<file path="src/rtl/ac97_pkg.sv">
// Shared types and constants for the AC'97 command sequencer: FSM states,
// the fixed codec init table and the master-volume command encoding.
package ac97_pkg;

  typedef enum logic [1:0] {
    WAIT_READY = 2'd0,
    INIT       = 2'd1,
    IDLE       = 2'd2,
    VOL        = 2'd3
  } state_t;

  typedef struct packed {
    logic [6:0]  addr;
    logic [15:0] data;
  } cmd_t;

  localparam int INIT_LEN = 4;
  localparam int IDX_W = $clog2(INIT_LEN);
  localparam logic [6:0] REG_MASTER_VOL = 7'h02;

  function automatic cmd_t init_entry(input logic [IDX_W-1:0] idx);
    cmd_t c;
    case (idx)
      2'd0:    c = '{addr: 7'h02, data: 16'h0000};
      2'd1:    c = '{addr: 7'h18, data: 16'h0808};
      2'd2:    c = '{addr: 7'h1A, data: 16'h0000};
      default: c = '{addr: 7'h1C, data: 16'h0F0F};
    endcase
    return c;
  endfunction

  // Same attenuation on left and right channels, mute bit left clear.
  function automatic logic [15:0] vol_word(input logic [4:0] v);
    return {3'b000, v, 3'b000, v};
  endfunction

endpackage

</file>
<file path="src/rtl/ac97_frame_counter.sv">
// Counts frame_start pulses; tc flags the pulse that reaches limit.
// Shared between the codec-ready timeout and the per-command hold.
module ac97_frame_counter #(
  parameter int W = 13
) (
  input  logic         clk,
  input  logic         reset,
  input  logic         clear,
  input  logic         inc,
  input  logic [W-1:0] limit,
  output logic         tc
);

  logic [W-1:0] count;

  assign tc = inc && (count == limit - W'(1));

  always_ff @(posedge clk) begin
    if (reset || clear) begin
      count <= '0;
    end else if (inc) begin
      count <= count + W'(1);
    end
  end

endmodule

</file>
<file path="src/rtl/ac97_cmd_sequencer.sv">
// Slot 1/2 command scheduler: waits for codec ready, plays the init table,
// then issues coalesced master-volume writes, one command per hold window.
module ac97_cmd_sequencer
  import ac97_pkg::*;
#(
  parameter int HOLD_FRAMES   = 2,
  parameter int READY_TIMEOUT = 4096
) (
  input  logic        ac97_bit_clock,
  input  logic        reset,
  input  logic        frame_start,
  input  logic        codec_ready,
  input  logic        vol_req,
  input  logic [4:0]  vol_value,
  output logic        vol_ack,
  output logic        cmd_valid,
  output logic [6:0]  cmd_addr,
  output logic [15:0] cmd_data,
  output logic        init_done,
  output logic        busy,
  output logic        ready_timeout,
  output state_t      fsm_state
);

  localparam int MAX_LIM = (READY_TIMEOUT > HOLD_FRAMES) ? READY_TIMEOUT : HOLD_FRAMES;
  localparam int CNT_W = $clog2(MAX_LIM + 1);

  state_t           state;
  state_t           state_next;
  logic [IDX_W-1:0] idx;
  logic             pending;
  logic [4:0]       pend_val;
  logic [4:0]       act_val;
  logic             abort;
  logic             cnt_tc;
  logic             cnt_clear;
  logic             cnt_inc;
  logic [CNT_W-1:0] cnt_limit;
  cmd_t             cur_entry;

  // Link loss only matters once the codec has been initialised.
  assign abort     = frame_start && !codec_ready;
  assign cnt_inc   = frame_start && (state != IDLE);
  assign cnt_limit = (state == WAIT_READY) ? CNT_W'(READY_TIMEOUT) : CNT_W'(HOLD_FRAMES);
  assign cnt_clear = (state_next != state) || cnt_tc;
  assign cur_entry = init_entry(idx);
  assign fsm_state = state;

  ac97_frame_counter #(.W(CNT_W)) u_frame_counter (
    .clk   (ac97_bit_clock),
    .reset (reset),
    .clear (cnt_clear),
    .inc   (cnt_inc),
    .limit (cnt_limit),
    .tc    (cnt_tc)
  );

  always_ff @(posedge ac97_bit_clock) begin
    if (reset) begin
      state <= WAIT_READY;
    end else begin
      state <= state_next;
    end
  end

  always_comb begin
    state_next = state;
    case (state)
      WAIT_READY: if (frame_start && codec_ready) state_next = INIT;
      INIT:       if (cnt_tc && (idx == IDX_W'(INIT_LEN - 1))) state_next = IDLE;
      IDLE: begin
        if (abort)        state_next = WAIT_READY;
        else if (pending) state_next = VOL;
      end
      VOL: begin
        if (abort)       state_next = WAIT_READY;
        else if (cnt_tc) state_next = IDLE;
      end
      default: state_next = WAIT_READY;
    endcase
  end

  always_comb begin
    cmd_valid = 1'b0;
    cmd_addr  = '0;
    cmd_data  = '0;
    init_done = 1'b0;
    case (state)
      INIT: begin
        cmd_valid = 1'b1;
        cmd_addr  = cur_entry.addr;
        cmd_data  = cur_entry.data;
      end
      IDLE: init_done = 1'b1;
      VOL: begin
        cmd_valid = 1'b1;
        cmd_addr  = REG_MASTER_VOL;
        cmd_data  = vol_word(act_val);
        init_done = 1'b1;
      end
      default: ;
    endcase
    busy = cmd_valid | pending;
  end

  always_ff @(posedge ac97_bit_clock) begin
    if (reset) begin
      idx           <= '0;
      pending       <= 1'b0;
      pend_val      <= '0;
      act_val       <= '0;
      vol_ack       <= 1'b0;
      ready_timeout <= 1'b0;
    end else begin
      vol_ack <= vol_req;
      if (state == IDLE && state_next == VOL) begin
        act_val <= pend_val;
        pending <= 1'b0;
      end
      // An aborted volume write is re-queued; pend_val still holds it or a newer value.
      if (state == VOL && abort) begin
        pending <= 1'b1;
      end
      if (vol_req) begin
        pending  <= 1'b1;
        pend_val <= vol_value;
      end
      if (state == WAIT_READY) begin
        idx <= '0;
      end else if (state == INIT && cnt_tc) begin
        idx <= idx + IDX_W'(1);
      end
      if (state == WAIT_READY && cnt_tc) begin
        ready_timeout <= 1'b1;
      end
    end
  end

endmodule
</file>
<file path="config.mk">
export PLATFORM = sky130hd
export DESIGN_NAME = ac97_cmd_sequencer
export DESIGN_NICKNAME = d
export VERILOG_FILES = /design/src/rtl/ac97_pkg.sv /design/src/rtl/ac97_frame_counter.sv /design/src/rtl/ac97_cmd_sequencer.sv
export SDC_FILE = /design/constraint.sdc
export NUM_CORES = 1
export LEC_CHECK = 0
export ABC_AREA = 1
export CAP_MARGIN = 10
export CORE_UTILIZATION = 55
export CTS_BUF_LIST = sky130_fd_sc_hd__clkbuf_2 sky130_fd_sc_hd__clkbuf_4 sky130_fd_sc_hd__clkbuf_8
export DETAILED_ROUTE_END_ITERATION = 8
export PLACE_DENSITY = 0.86
export RECOVER_POWER = 100
export SYNTH_ARGS = -nofsm -noshare
export SYNTH_HDL_FRONTEND = slang
export SYNTH_SLANG_ARGS = --single-unit
</file>
<file path="constraint.sdc">
create_clock -name ac97_bit_clock -period 2.43 [get_ports ac97_bit_clock]
set_input_delay 0.3645 -clock ac97_bit_clock [delete_from_list [all_inputs] [get_ports ac97_bit_clock]]
set_output_delay 0.3645 -clock ac97_bit_clock [all_outputs]
set_load 0.01 [all_outputs]
</file>
==> results.toml <==
[yosys]
synthXorXnorAreaFrac_pct = 6.32
yosysWarnings = 0
synth_top_family_by_area = "simple AND/OR/NAND/NOR gates"
synth_fa_ha_area_share_pct = 5.27
synth_mux_area_share_pct = 0
async_reset_ff_share_pct = 0
synth_top_area_cell = "dfxtp_1"
synth_edf_count = 0
synth_compound_area_share_pct = 11.5
synthFlopType = "dfxtp_1"
seq_area_frac_synth_pct = 36.1
yosysMostFrequentCell = "nor2_1"
ys_types = 31
synth_top_area_share_pct = 36.1
synthTopCellsByArea = "dfxtp_1 36%, nor2_1 7.4%, buf_4 7.2%"
synth_commonest_cells = "33 x nor2_1, 30 x dfxtp_1, 26 x nand2_1"
netlist_area_um2 = 1660
synth_area_per_cell_um2 = 7.56
synthSimpleGateAreaFrac_pct = 25.6
synthCells = 220
synth-seq-cells = 30

[drt]
vias = 1397
drt-total-wl_um = 3200
drtPass1Iterations = 6
viasPerCell = 5.04
drt_iter0_drc = 69
avgRoutedWirePerCell_um = 11.5
drc = 6
ant_nets = 0

[placed_design]
placed_area_um2 = 1890
dp_hpwl_um = 2340
gp_congestion = 0.848
portBuffers = 30
place_ws_ns = 0.256

[clock_tree]
root_buffer = "clkbuf_4"
cts_hold_buf = 0
clkLatencyLatePin_ns = 0.32
path_clk_slew_ns = 0.09
numClockSinks = 30
clk_path_buf_depth = 2
cts_tree = "built"
post_cts_buffers = 0
ctsResizeCount = 1
h-tree-depth = 2
numCtsBuffers = 5

[min_path]
min_path_type = "reg2reg"
whs_path_depth = 2

[outcome]
violations = "DRC"
outcome = "finished with violations"

[critical_path]
cp.depth = 5
worst-path-buf-inv = 2
required_ns = 2.07
cpLargestDelayFamily = "buffers and inverters"
crit_fanout = 5
end_kind = "output port"
cpPeakStageDelay_ns = 0.61
crit_type = "reg2out"
arrival_ns = 1.94
worstPathCellList = "inv_1 > ha_1 > nor2_1 > o31ai_1 > clkdlybuf4s50_1"
start_kind = "register"
reg2reg_depth = 10
crit_slowest_cell = "clkdlybuf4s50_1"

[power_and_ir_drop]
p_leak_nw = 0.827
fin_total_pwr_uw = 937
peakVddDrop_uv = 396
pwr_density_cell_nw_per_um2 = 485

[timing]
skew_ns = 0.0130
layout_setup_ws_ns = 0.127
min_period_over_period_pct = 94.8
slew-limit-headroom_pct = 63.3
drv_slew = 0
hold_viol = 0
setup_tns_ns = 0
setup_viol = 0
tightest_slew_ns = 0.551
grt_setup_unrepaired = "no"
fmax_mhz = 434
min_period_ns = 2.30

[floorplan]
initial_core_util_pct = 59.3
rows = 19
core-area_um2 = 2810
io_pins = 40
fp.dieArea_um2 = 3250
die_h_um = 57.0
die_w_um = 57.0

[finish]
final_cell_area_um2 = 1930
multi_input_area_um2 = 823
regArea_um2 = 602
nets = 262
antenna_cells = 0
fillers = 229
drive_above_1_share_pct = 11.8
syn2layout_area_growth_pct = 16.3

[global_routing]
grt_pass1_wl_um = 5460
grt_max_degree = 14
grt_pass1_vias = 1273
grt_use_total_pct = 21.8
overflow = 0
antenna_found_initial = 0

[run]
max_cap_viol_count = 0
## worst reg2reg max path, cell delays in order, from the launching register on
cell,delay (ns)
dfxtp_1,0.35
inv_2,0.08
a21oi_1,0.45
nand2_4,0.07
nor2_1,0.14
nand3_1,0.11
a21oi_1,0.16
nand2_1,0.08
nand3_1,0.08
nand2_2,0.22
nor2_2,0.15
## registers in the layout (all words and copies together) (netlist names)
| signal | count |
|---|---|
| u_frame_counter.count | 13 |
| act_val | 5 |
| pend_val | 5 |
| fsm_state | 2 |
| idx | 2 |
| pending | 1 |
| ready_timeout | 1 |
| vol_ack | 1 |
## kinds of logic (layout without fill, tap and decap cells)
logic type	count (synthesis)	in the layout
adder cells (fa/ha/maj)	7	7
flip-flops	30	30
other	1	9
AND/OR/NAND/NOR	89	89
buffers and inverters	47	65
XOR/XNOR	12	12
AO/OA/AOI/OAI	34	34
## metrics by stage
| step | cells | hold slack, ns | utilization (%) |
|---|---|---|---|
| after floorplan | 228 | 0.425 | - |
| after global placement | 269 | 0.436 | 67.3 |
| after detailed placement | 269 | 0.439 | 67.3 |
| after CTS | 277 | 0.453 | 69.6 |
| after global routing | 277 | 0.476 | 68.9 |
| final | 277 | 0.448 | 68.9 |
## layout make-up
type	instances	share of cell area (%)
timing repair buffer	31	15.9
clock buffer	7	3.04
sequential	30	31.1
inverter	26	5.05
multi-input combinational	151	42.6
clock inverter	1	0.259
tap	31	2.01
## worst paths after layout
| path | slack, ns | from | end |
|---|---|---|---|
| setup / recovery | 0.13 | idx[0]$_SDFFE_PP0P_ | cmd_addr[1] |
| hold / removal | 0.45 | ready_timeout$_SDFFE_PP0P_ | ready_timeout$_SDFFE_PP0P_ |
| setup reg to reg | 0.45 | fsm_state[0]$_SDFF_PP0_ | u_frame_counter.count[10]$_SDFFE_PP0P_ |
| hold reg to reg | 0.45 | ready_timeout$_SDFFE_PP0P_ | ready_timeout$_SDFFE_PP0P_ |
## power breakdown
| group | internal, mW | leakage (nW) | total (mW) | switching [mW] |
|---|---|---|---|---|
| sequential | 0.504 | 0.245 | 0.513 | 0.00871 |
| combinational | 0.0432 | 0.543 | 0.109 | 0.0660 |
| clock | 0.151 | 0.0387 | 0.315 | 0.164 |
## cells in the final DEF (no fill, tap or decap), types with 2 or more instances in the layout
master	Yosys	routed
clkbuf_4	0	6
nor2_2	11	12
clkdlybuf4s50_1	0	11
nand2_1	26	26
nand4_1	4	4
nand3_2	2	2
ha_1	7	7
a21oi_1	10	12
nand3_1	5	5
dfxtp_1	30	29
dlygate4sd3_1	0	19
nor2_1	33	33
inv_1	25	25
conb_1	1	9
o21ai_0	19	18
o31ai_1	2	2
xor2_1	11	11
## routing by layer
metal  vias up  GRT usage (%)  wire length, um
li1        718              -                -
met2        43           32.6             1440
met5         -              0                0
met4         0           10.5               61
met3         9           5.67              167
met1       627           29.5             1530
Note: power is estimated with default switching activity, not from simulation.
